**src/rtl/sreg_seq_pkg.sv**
```systemverilog
// Shared types and constants for the S-register/parity sequencer.
package sreg_seq_pkg;

  localparam int TPW = 4;

  typedef enum logic {
    IDLE = 1'b0,
    RUN  = 1'b1
  } seq_state_t;

  typedef enum logic [2:0] {
    EDIT_NONE = 3'd0,
    EDIT_CYR  = 3'd1,
    EDIT_SR   = 3'd2,
    EDIT_CYL  = 3'd3,
    EDIT_EDOP = 3'd4
  } edit_op_t;

  localparam int EP_CYR  = 0;
  localparam int EP_SR   = 1;
  localparam int EP_CYL  = 2;
  localparam int EP_EDOP = 3;

  // Codes 5-7 are treated as "no edit".
  function automatic logic [3:0] edit_onehot(input logic [2:0] op);
    logic [3:0] v;
    v = '0;
    case (op)
      EDIT_CYR:  v[EP_CYR]  = 1'b1;
      EDIT_SR:   v[EP_SR]   = 1'b1;
      EDIT_CYL:  v[EP_CYL]  = 1'b1;
      EDIT_EDOP: v[EP_EDOP] = 1'b1;
      default:   v = '0;
    endcase
    return v;
  endfunction

endpackage

```
**src/rtl/sreg_tp_counter.sv**
```systemverilog
// Timepulse register for one memory cycle: clear, load-to-TP1, increment, last-TP flag.
module sreg_tp_counter
  import sreg_seq_pkg::*;
#(
  parameter int CYCLE_TP = 12
) (
  input  logic           clk,
  input  logic           rst,
  input  logic           load,
  input  logic           inc,
  input  logic           clr,
  output logic [TPW-1:0] tp,
  output logic           last
);

  always_ff @(posedge clk) begin
    if (rst || clr) begin
      tp <= '0;
    end else if (load) begin
      tp <= TPW'(1);
    end else if (inc) begin
      tp <= tp + 1'b1;
    end
  end

  assign last = (tp == TPW'(CYCLE_TP));

endmodule

```
**src/rtl/sreg_parity_sequencer.sv**
```systemverilog
// Per-memory-cycle CSG/WSG/TPARG/edit sequencer with parity fail counting and alarm.
// Optional SREG_MONPAR_EN adds the monpar input that forces the parity check to fail.
module sreg_parity_sequencer
  import sreg_seq_pkg::*;
#(
  parameter int CYCLE_TP     = 12,
  parameter int CHK_TP       = 7,
  parameter int ALARM_THRESH = 2,
  parameter int FAILW        = 3
) (
  input  logic             SIM_CLK,
  input  logic             SIM_RST,
  input  logic             start,
  input  logic             chk_en,
  input  logic [2:0]       edit_op,
  input  logic             tp_adv,
  input  logic             parity_ok,
  input  logic             gojam,
  input  logic             alarm_clr,
`ifdef SREG_MONPAR_EN
  input  logic             monpar,
`endif
  output logic             busy,
  output logic [TPW-1:0]   tp,
  output logic             csg,
  output logic             wsg,
  output logic             tparg,
  output logic [3:0]       edit_pulse,
  output logic             par_fail,
  output logic [FAILW-1:0] fail_cnt,
  output logic             alarm,
  output logic             restart_req,
  output logic             cycle_done
);

  seq_state_t       state, state_next;
  logic             tp_last;
  logic             chk_en_q;
  logic [2:0]       edit_op_q;
  logic             par_bad;

  logic             start_ok, run_adv, abort;
  logic             tp_load, tp_inc, tp_clr;
  logic [TPW-1:0]   tp_next;
  logic             chk_en_next;
  logic             chk_now, fail_now, alarm_set;
  logic [FAILW-1:0] fail_cnt_next;
  logic             alarm_next;
  logic             csg_d, wsg_d, tparg_d, cycle_done_d;
  logic [3:0]       edit_d;

`ifdef SREG_MONPAR_EN
  assign par_bad = !parity_ok || monpar;
`else
  assign par_bad = !parity_ok;
`endif

  sreg_tp_counter #(.CYCLE_TP(CYCLE_TP)) u_tp (
    .clk  (SIM_CLK),
    .rst  (SIM_RST),
    .load (tp_load),
    .inc  (tp_inc),
    .clr  (tp_clr),
    .tp   (tp),
    .last (tp_last)
  );

  assign busy = (state == RUN);

  always_ff @(posedge SIM_CLK) begin
    if (SIM_RST) begin
      state <= IDLE;
    end else begin
      state <= state_next;
    end
  end

  // gojam wins over start and over the end-of-cycle edge; start may chain onto cycle_done.
  always_comb begin
    state_next    = state;
    abort         = (state == RUN) && gojam;
    run_adv       = (state == RUN) && tp_adv && !gojam;
    cycle_done_d  = run_adv && tp_last;
    start_ok      = start && !gojam && ((state == IDLE) || cycle_done_d);
    tp_load       = start_ok;
    tp_inc        = run_adv && !tp_last;
    tp_clr        = abort || (cycle_done_d && !start_ok);
    tp_next       = tp;
    chk_en_next   = start_ok ? chk_en : chk_en_q;
    chk_now       = run_adv && chk_en_q && (tp == TPW'(CHK_TP));
    fail_now      = chk_now && par_bad;
    fail_cnt_next = fail_cnt;
    alarm_set     = 1'b0;
    alarm_next    = alarm;
    csg_d         = start_ok;
    wsg_d         = tp_inc && (tp == TPW'(1));
    edit_d        = '0;
    tparg_d       = 1'b0;

    if (abort) begin
      state_next = IDLE;
      tp_next    = '0;
    end else if (start_ok) begin
      state_next = RUN;
      tp_next    = TPW'(1);
    end else if (cycle_done_d) begin
      state_next = IDLE;
      tp_next    = '0;
    end else if (tp_inc) begin
      tp_next = tp + 1'b1;
    end

    if (tp_inc && (tp == TPW'(CYCLE_TP - 1))) begin
      edit_d = edit_onehot(edit_op_q);
    end

    tparg_d = (state_next == RUN) && chk_en_next && (tp_next == TPW'(CHK_TP));

    if (fail_now) begin
      fail_cnt_next = (fail_cnt == '1) ? fail_cnt : fail_cnt + 1'b1;
    end else if (chk_now) begin
      fail_cnt_next = '0;
    end

    alarm_set = fail_now && !alarm && (fail_cnt_next >= FAILW'(ALARM_THRESH));
    if (alarm_set) begin
      alarm_next = 1'b1;
    end else if (alarm_clr) begin
      alarm_next = 1'b0;
    end
  end

  always_ff @(posedge SIM_CLK) begin
    if (SIM_RST) begin
      chk_en_q    <= 1'b0;
      edit_op_q   <= '0;
      csg         <= 1'b0;
      wsg         <= 1'b0;
      tparg       <= 1'b0;
      edit_pulse  <= '0;
      par_fail    <= 1'b0;
      fail_cnt    <= '0;
      alarm       <= 1'b0;
      restart_req <= 1'b0;
      cycle_done  <= 1'b0;
    end else begin
      chk_en_q    <= chk_en_next;
      edit_op_q   <= start_ok ? edit_op : edit_op_q;
      csg         <= csg_d;
      wsg         <= wsg_d;
      tparg       <= tparg_d;
      edit_pulse  <= edit_d;
      par_fail    <= fail_now;
      fail_cnt    <= fail_cnt_next;
      alarm       <= alarm_next;
      restart_req <= alarm_set;
      cycle_done  <= cycle_done_d;
    end
  end

endmodule

```
**config.mk**
```make
export PLATFORM = sky130hd
export DESIGN_NAME = sreg_parity_sequencer
export DESIGN_NICKNAME = d
export VERILOG_FILES = /design/src/rtl/sreg_seq_pkg.sv /design/src/rtl/sreg_tp_counter.sv /design/src/rtl/sreg_parity_sequencer.sv
export SDC_FILE = /design/constraint.sdc
export NUM_CORES = 1
export LEC_CHECK = 0
export CORE_MARGIN = 3
export CORE_UTILIZATION = 46
export DETAILED_ROUTE_END_ITERATION = 8
export PLACE_DENSITY_LB_ADDON = 0.1
export SYNTH_ARGS = -nofsm -noshare
export SYNTH_HDL_FRONTEND = slang
export SYNTH_HIERARCHICAL = 1
export SYNTH_SLANG_ARGS = --single-unit
```
**constraint.sdc**
```tcl
create_clock -name SIM_CLK -period 3 [get_ports SIM_CLK]
set_clock_uncertainty 0.2 [all_clocks]
set_input_delay 0.6 -clock SIM_CLK [delete_from_list [all_inputs] [get_ports SIM_CLK]]
set_output_delay 0.6 -clock SIM_CLK [all_outputs]
set_load 0.005 [all_outputs]
```
==> results of run 1 <==
==> metrics by stage <==
| stage | utilization (%) | power, µW | cells | instance area [µm²] | worst slack [ns] |
|---|---|---|---|---|---|
| floorplan | - | 344 | 111 | 1070 | 0.906 |
| global placement | 67.4 | 371 | 167 | 1400 | 0.553 |
| detailed placement | 67.4 | 372 | 167 | 1400 | 0.489 |
| CTS | 68.7 | 515 | 171 | 1430 | 0.662 |
| global route | 68.7 | 527 | 171 | 1430 | 0.474 |
| finish | 68.7 | 505 | 171 | 1430 | 0.650 |
==> final cells by class <==
| cell class | count | area share (%) |
|---|---|---|
| multi-input combinational | 83 | 41.6 |
| sequential | 23 | 32.2 |
| timing repair buffer | 30 | 20.8 |
| tap | 27 | 2.36 |
| clock buffer | 3 | 1.57 |
| inverter | 4 | 1.05 |
| clock inverter | 1 | 0.350 |
==> flip-flops by register name, indices dropped and copies added (netlist names) <==
signal	cells
tparg	1
alarm	1
edit_op_q	3
wsg	1
u_tp/tp	4
restart_req	1
busy	1
cycle_done	1
edit_pulse	4
fail_cnt	3
par_fail	1
csg	1
chk_en_q	1
==> layout by cell type (no fill, tap or decap), types with 2 or more instances in the layout <==
master and n:
sky130_fd_sc_hd__clkdlybuf4s50_1 29, sky130_fd_sc_hd__dfxtp_1 23, sky130_fd_sc_hd__nor2_1 12, sky130_fd_sc_hd__nand2_1 5, sky130_fd_sc_hd__mux2i_1 5, sky130_fd_sc_hd__ha_1 5
sky130_fd_sc_hd__nand2b_1 4, sky130_fd_sc_hd__inv_1 4, sky130_fd_sc_hd__a31oi_1 4, sky130_fd_sc_hd__o21a_1 3, sky130_fd_sc_hd__and3_1 3, sky130_fd_sc_hd__o21ai_0 3
sky130_fd_sc_hd__a21oi_1 3, sky130_fd_sc_hd__nor3_1 3, sky130_fd_sc_hd__clkbuf_4 3, sky130_fd_sc_hd__and3b_1 2, sky130_fd_sc_hd__and4b_1 2, sky130_fd_sc_hd__nor4b_1 2
sky130_fd_sc_hd__nor2b_1 2, sky130_fd_sc_hd__nor3b_1 2, sky130_fd_sc_hd__nand4_1 2, sky130_fd_sc_hd__nor4_1 2
==> how the worst min path moves through the flow <==
stage                       startpoint             to  cells after the start
final                     edit_op_q[2]  edit_pulse[3]                      2
after global routing      edit_op_q[2]  edit_pulse[3]                      2
after CTS                 edit_op_q[2]  edit_pulse[3]                      2
after detailed placement  edit_op_q[2]  edit_pulse[3]                      2
after global placement    edit_op_q[2]  edit_pulse[3]                      2
after floorplan           edit_op_q[2]  edit_pulse[3]                      2
==> power by group <==
part           internal (µW)  total, µW  switching, µW  leakage [µW]
Sequential               310        318           7.37      0.000186
Clock                   49.7        140           89.9     0.0000177
Combinational           27.5       47.7           20.1      0.000332
Total                    388        505            117      0.000536
==> cell families (layout without fill, tap and decap cells) <==
group	after synthesis	in the layout	synth area share [%]
flip-flops	23	23	42.8
multiplexers	6	6	5.70
buffers and inverters	5	38	1.75
AO/OA/AOI/OAI	21	21	13.6
XOR/XNOR	1	1	0.815
AND/OR/NAND/NOR	50	50	29.5
adder cells (fa/ha/maj)	5	5	5.82
==> worst reg2reg max path, stage by stage, from the launching register on <==
cell and delay [ns]:
sky130_fd_sc_hd__dfxtp_1 0.44, sky130_fd_sc_hd__inv_1 0.10, sky130_fd_sc_hd__ha_1 0.13, sky130_fd_sc_hd__and3_1 0.31, sky130_fd_sc_hd__nand2_1 0.16, sky130_fd_sc_hd__a21oi_2 0.48, sky130_fd_sc_hd__nor4b_1 0.12, sky130_fd_sc_hd__mux2_1 0.30
==> routing by layer <==
metal  vias up  global-route usage, %  share of wire [%]
li1        481                      -                  -
met1       468                   22.1                 46
met2        29                   27.7                 47
met3         4                   2.45                5.7
met4         0                   8.71                1.2
met5         -                      0                  0
==> metrics list, run 1 <==
- Counting flops and latches in the post-synthesis netlist gives 23.
- Routed len/inst: 13.6 µm
- The critical path runs through a total of 7 cells.
- Summed over all layers, the routed wires come to 2.32 mm.
- The smallest clock period supported by the final layout is computed as 2.35 ns.
- Once the clock tree was built, the setup fixing pass inserted 0 buffers.
- Startpoint type of the worst setup path: flop
- Critical path peak fanout: 11
* Number of cells produced by synthesis: 111
- In the final timing run, aggregate negative setup slack is 0 ns.
* Largest area contributor in the netlist: sky130_fd_sc_hd__dfxtp_1
* Worst min-delay path category: flop to flop
- Number of antenna violations at the first check in global routing: 0
- The synthesized netlist occupies a cell area of 1070 µm².
- Peak per-stage delay on the critical path: 0.48 ns
* Synth warn: 6
- The worst register-to-register path has a depth of 7.
* Number of pins with negative max-slew slack in the final report: 0
- RSZ-0062 raised after global routing: false
- Initial core utilization: 51.6%
- FFs w/ async S/R, synth: 0%
* Die boundary height: 54.3 µm
* Buffers from clock root to sink, at most: 2
* Layout filler cell count: 176
* Number of CTS-inserted buffers: 3
- Tcrit/Tclk final: 78.3%
* Clock insertion delay at the later pin of the skew report: 0.30 ns
* Status: complete, no violations
- Cell chosen for the clock root: sky130_fd_sc_hd__clkbuf_4
* Number of search-and-repair iterations in the first detailed-routing pass: 4
* Max-capacitance violation count: 0
- The count of buffers added on input and output ports is 29.
* CTS tree: done
- Half-perimeter wire length after detailed placement: 1.73 mm
- Placement Rows: 16
- In the final layout, the multi-input gates occupy 596 µm².
- Number of inserted diodes: 0
- Pin placement for this block handled 30 I/O pins.
- The worst setup path is captured at a flop.
- Full die area: 2950 µm²
- Total number of vias: 982
- The cell family contributing the most delay on the critical path is simple AND/OR/NAND/NOR gates.
- Hold-fix buffers, CTS: 0
- Across the whole layout, storage elements account for 460 µm².
- At the worst endpoint, the required time is 3.01 ns.
- Layout cell share with drive strength beyond 1: 7.64%
- Sequential area share after synthesis: 42.8%
* Final-report hold violation count: 0
- Following the worst setup path forward leads to its endpoint at u_tp/tp[3].
* Top post-synthesis cells by area: sky130_fd_sc_hd__dfxtp_1 (43%), sky130_fd_sc_hd__ha_1 (5.8%), sky130_fd_sc_hd__mux2i_1 (4.7%), sky130_fd_sc_hd__nor2_1 (4.2%), sky130_fd_sc_hd__a31oi_1 (2.3%)
- Flop-to-flop setup slack: 0.65 ns
* Vias in the first global route: 869
* Layout Nets: 161
- Across all hold checks on the routed design, the worst slack comes to 0.284 ns.
- Setup violations remaining at the end of the flow were counted as 0.
- Global-route congestion overflow total: 0
- The critical path is of the flop to flop type.
- Global routing used 17.2% of the available tracks across all layers.
- Most used flip-flop cell after synthesis: sky130_fd_sc_hd__dfxtp_1
- EDFF count, synth: 0
- Number of buffer and inverter instances along the worst setup path: 1
- Data arrival time of the worst path: 2.36 ns
- Routability-driven placement finished with a final weighted congestion of 0.856.
- Avg Vias per Cell: 5.74
- Wire length of the first global-routing pass: 3.75 mm
- Top cells by count, synth: sky130_fd_sc_hd__dfxtp_1 (23), sky130_fd_sc_hd__nor2_1 (12), sky130_fd_sc_hd__ha_1 (5), sky130_fd_sc_hd__mux2i_1 (5), sky130_fd_sc_hd__nand2_1 (5)
- For this run, the top clock speed supported by timing is 0.426 GHz.
* Most used standard cell by instance count after synthesis: sky130_fd_sc_hd__dfxtp_1
- Remaining antenna violation count: 0
- The top cell type by area accounts for 42.8% of the synthesized area.
- Syn nets: 127
- CTS built an H-tree with a depth of 1.
* Library cell contributing the largest single delay on the critical path: sky130_fd_sc_hd__a21oi_2
- In this run, the number of DRC markers left after iteration 0 of detailed routing was 14.
- In this run the worst setup path begins at u_tp/tp[0].
- Mean instance size in the synthesized netlist: 9.68 µm²
* Maximum number of pins on one net before global-route repair: 14
* Die Span X: 54.3 µm
* Critical Path, Cell by Cell: inv_1 > ha_1 > and3_1 > nand2_1 > a21oi_2 > nor4b_1 > mux2_1
- Post-CTS resize count: 0
* Count of unique library cells instantiated by Yosys: 40
* Power Dens Cells: 353 nW/µm²
* Worst voltage drop across the vdd grid: 0.299 mV
- In this run the static leakage power is 0.000536 µW.
- Endpoint of the most critical register-to-register path: u_tp/tp[3]
* Clock slew at the register clock pins of the worst setup and hold paths: 0.12 ns
- The clock drives 23 sinks.
* Area growth, synth to finish: 33.1%
- Headroom to the max-slew limit came out at 62.6%.
* Origin of the critical flop-to-flop path: u_tp/tp[0]
* Slew at the pin with the worst max-slew slack: 0.561 ns
* Post-route DRC violation count: 0
- Placeable core area: 2080 µm²
(Power assumes the default switching activity.)
==> run 2: changes to the inputs <==
--- a/config.mk
+++ b/config.mk
@@ -6,7 +6,7 @@
 export NUM_CORES = 1
 export LEC_CHECK = 0
 export CORE_MARGIN = 3
-export CORE_UTILIZATION = 46
+export CORE_UTILIZATION = 42
 export DETAILED_ROUTE_END_ITERATION = 8
 export PLACE_DENSITY_LB_ADDON = 0.1
 export SYNTH_ARGS = -nofsm -noshare
==> constraint.sdc (replaced) <==
create_clock -name SIM_CLK -period 2 [get_ports SIM_CLK]
set_clock_uncertainty 0.2 [all_clocks]
set_input_delay 0.4 -clock SIM_CLK [delete_from_list [all_inputs] [get_ports SIM_CLK]]
set_output_delay 0.4 -clock SIM_CLK [all_outputs]
set_load 0.005 [all_outputs]
==> run 2 against run 1 <==
Effect of this change:
- wire length is 5.5% higher
- highest routed layer unchanged
- register-to-register slack lost 0.57 ns
- combinational power increased by 96%
- worst hold slack better by 0.025 ns
- non-clock buffer count grew 15
- critical path depth fell by 5
- final area rose by 12%
- utilization increased by 0.33 points
- first-iteration DRC count rose by 64%
- setup slack got worse by 0.59 ns
- clock-buffer cell count did not move
==> metrics list, run 2 (synthesized netlist as in run 1, its figures left out) <==
- Status: complete, no violations
- TritonCTS sink count: 23
- Iteration-0 DRC count of the detailed router: 23
- Number of antenna violations at the first check in global routing: 0
- Along the worst path, the maximum fanout reaches 10.
- After detailed placement, the design holds a cell count of 183.
- Half-perimeter wire length after detailed placement: 1.86 mm
- From left edge to right edge, the die measures 56.6 µm.
* Aggregate global-route resource usage: 15.9%
* Maximum number of pins on one net before global-route repair: 14
- Layout cell share with drive strength beyond 1: 22.6%
* Final std cells w/o fill: 187
- The area growth from synthesis to layout is 48.9%.
* RSZ-0062 raised after global routing: true
* Layout Nets: 176
- Combinational share of power: 12.0%
- The floorplan has 17 rows.
- Post-route DRC violation count: 0
* Number of search-and-repair iterations in the first detailed-routing pass: 4
* Commonest non-fill, non-tap cell in the layout: sky130_fd_sc_hd__clkdlybuf4s50_1
- Number of pins with negative max-slew slack in the final report: 0
- After detailed routing, the number of vias per cell comes to 5.33.
* Vias in the first global route: 937
- Power spread over the standard cell area amounts to 490 nW/µm².
- In this run the clock root is driven by a sky130_fd_sc_hd__clkbuf_4.
- Wire length of the first global-routing pass: 4.06 mm
- Switching power: 188 µW
- Across all layers, the routed design uses 996 vias.
- CTS tree: done
* Critical Path Sink Type: output port
* Remaining antenna violation count: 0
- The setup path with the least slack is of type flop to output port.
- The number of setup buffers added after CTS is 0.
* Full die area: 3200 µm²
- Of the total power, the share spent switching nets is 24.1%.
* Clock slew at the register clock pins of the worst setup and hold paths: 0.13 ns
- # IOs: 30
- Data arrival time of the worst path: 1.34 ns
* Routed wire length: 2.45 mm
- Setup slack closes at 0.0593 ns.
- Final Critical Period: 1.94 ns
- The longest clock path from root to sink contains 2 buffers.
* Worst voltage drop across the vdd grid: 0.467 mV
* Global-route congestion overflow total: 0
- The worst path uses 97.0% of the clock period.
- Sequential cells burn 60.3% of the power.
- Routability-driven placement finished with a final weighted congestion of 0.791.
- Measured along the y axis, the die boundary spans 56.6 µm.
- Measured against its own limit, the worst slew margin works out to 76.3%.
- Power Internal: 595 µW
- In this run the static leakage power is 0.000621 µW.
* Number of inserted diodes: 0
* Slew at the pin with the worst max-slew slack: 0.347 ns
* F_max: 0.515 GHz
- Count of buffers inserted at the top-level ports: 29
* Worst min-delay path category: flop to flop
- For this design, the CTS-stage hold fixing added 0 buffers.
* Number of H-tree branching levels: 1
* Max-capacitance violation count: 0
* Initial core utilization: 46.4%
- For this run, the share of the core covered by cells in the final layout is 69.0%.
- OpenSTA, run right after detailed placement, puts the worst setup slack at -0.156 ns.
- Buffers inserted during clock tree synthesis total 3.
- Clock latency on the worst-skew pair, taken at its later pin, is 0.31 ns.
- Routed len/inst: 13.1 µm
- Commonest cells after routing, fill and taps aside: sky130_fd_sc_hd__clkdlybuf4s50_1 (29), sky130_fd_sc_hd__dfxtp_1 (18), sky130_fd_sc_hd__buf_4 (13)
* Setup violation total in the final timing report: 0
- The worst setup path is launched from a flop.
* Largest registers in the final layout: edit_pulse (4), u_tp/tp (4)
* Critical Path RT: 1.40 ns
* Placeable core area: 2320 µm²
- Clock network power share: 27.7%
- The number of hold violations in the final report came to 0.
[run 2: changes by cell type in the layout (fill, tap and decap cells not counted), moves of 2 or more]
cell | before | now
sky130_fd_sc_hd__buf_4 | 1 | 13
sky130_fd_sc_hd__buf_6 | 0 | 2
sky130_fd_sc_hd__dfxtp_1 | 23 | 18
sky130_fd_sc_hd__dfxtp_2 | 0 | 5
[run 2: metal layers]
metal / vias up / share of wire (%) / routed length (µm) / track usage, %
met5: - / 0 / 0 / 0
li1: 508 / - / - / -
met3: 4 / 3.5 / 86 / 2.99
met2: 20 / 43 / 1060 / 25.6
met4: 0 / 1.7 / 42 / 6.10
met1: 464 / 51 / 1260 / 20.7
[run 2: stage by stage]
step / total power, µW / hold slack (ns) / TNS, ns / cell area [µm²]
2_1_floorplan: 517 / 0.238 / 0 / 1080
3_3_place_gp: 572 / 0.258 / -1.22 / 1530
3_5_place_dp: 574 / 0.264 / -1.79 / 1530
4_1_cts: 793 / 0.286 / -0.000785 / 1560
5_1_grt: 828 / 0.336 / -0.0555 / 1600
6_report: 783 / 0.309 / 0 / 1600
[run 2: repair_timing]
item / 4_1_cts / 5_1_grt
gates cloned: 0 / 0
pin swaps: 0 / 2
resized for setup: 1 / 11
endpoints found under the setup margin: 3 / 17
[run 2: power groups by stage]
stage / combinational [µW] / sequential (µW) / clock [µW]
global route: 99.5 / 475 / 254
global placement: 89.6 / 482 / 0
finish: 93.7 / 473 / 217
CTS: 91.9 / 473 / 228
floorplan: 31.5 / 485 / 0
detailed placement: 91.7 / 483 / 0
[run 2: layout make-up]
class                   count  area [µm²]
multi-input cells          83         626
fillers                   187         718
repair buffers             45         430
inverters                   4        15.0
well taps                  28        35.0
clock inverters             1        5.00
clock buffers               3        22.5
flip-flops and latches     23         467
[run 2: path summary, 6_finish.rpt]
check,slack [ns],cells after the start,endpoint,start
min reg2reg,0.31,2,edit_pulse[3],edit_op_q[2]
max,0.06,2,tp[0],u_tp/tp[0]
max reg2reg,0.08,6,tparg,u_tp/tp[1]
min,0.31,2,edit_pulse[3],edit_op_q[2]
[run 2: worst max-delay path: stages, from the launching register on]
cell	delay [ns]
sky130_fd_sc_hd__dfxtp_2	0.35
sky130_fd_sc_hd__buf_4	0.16
sky130_fd_sc_hd__clkdlybuf4s50_1	0.52
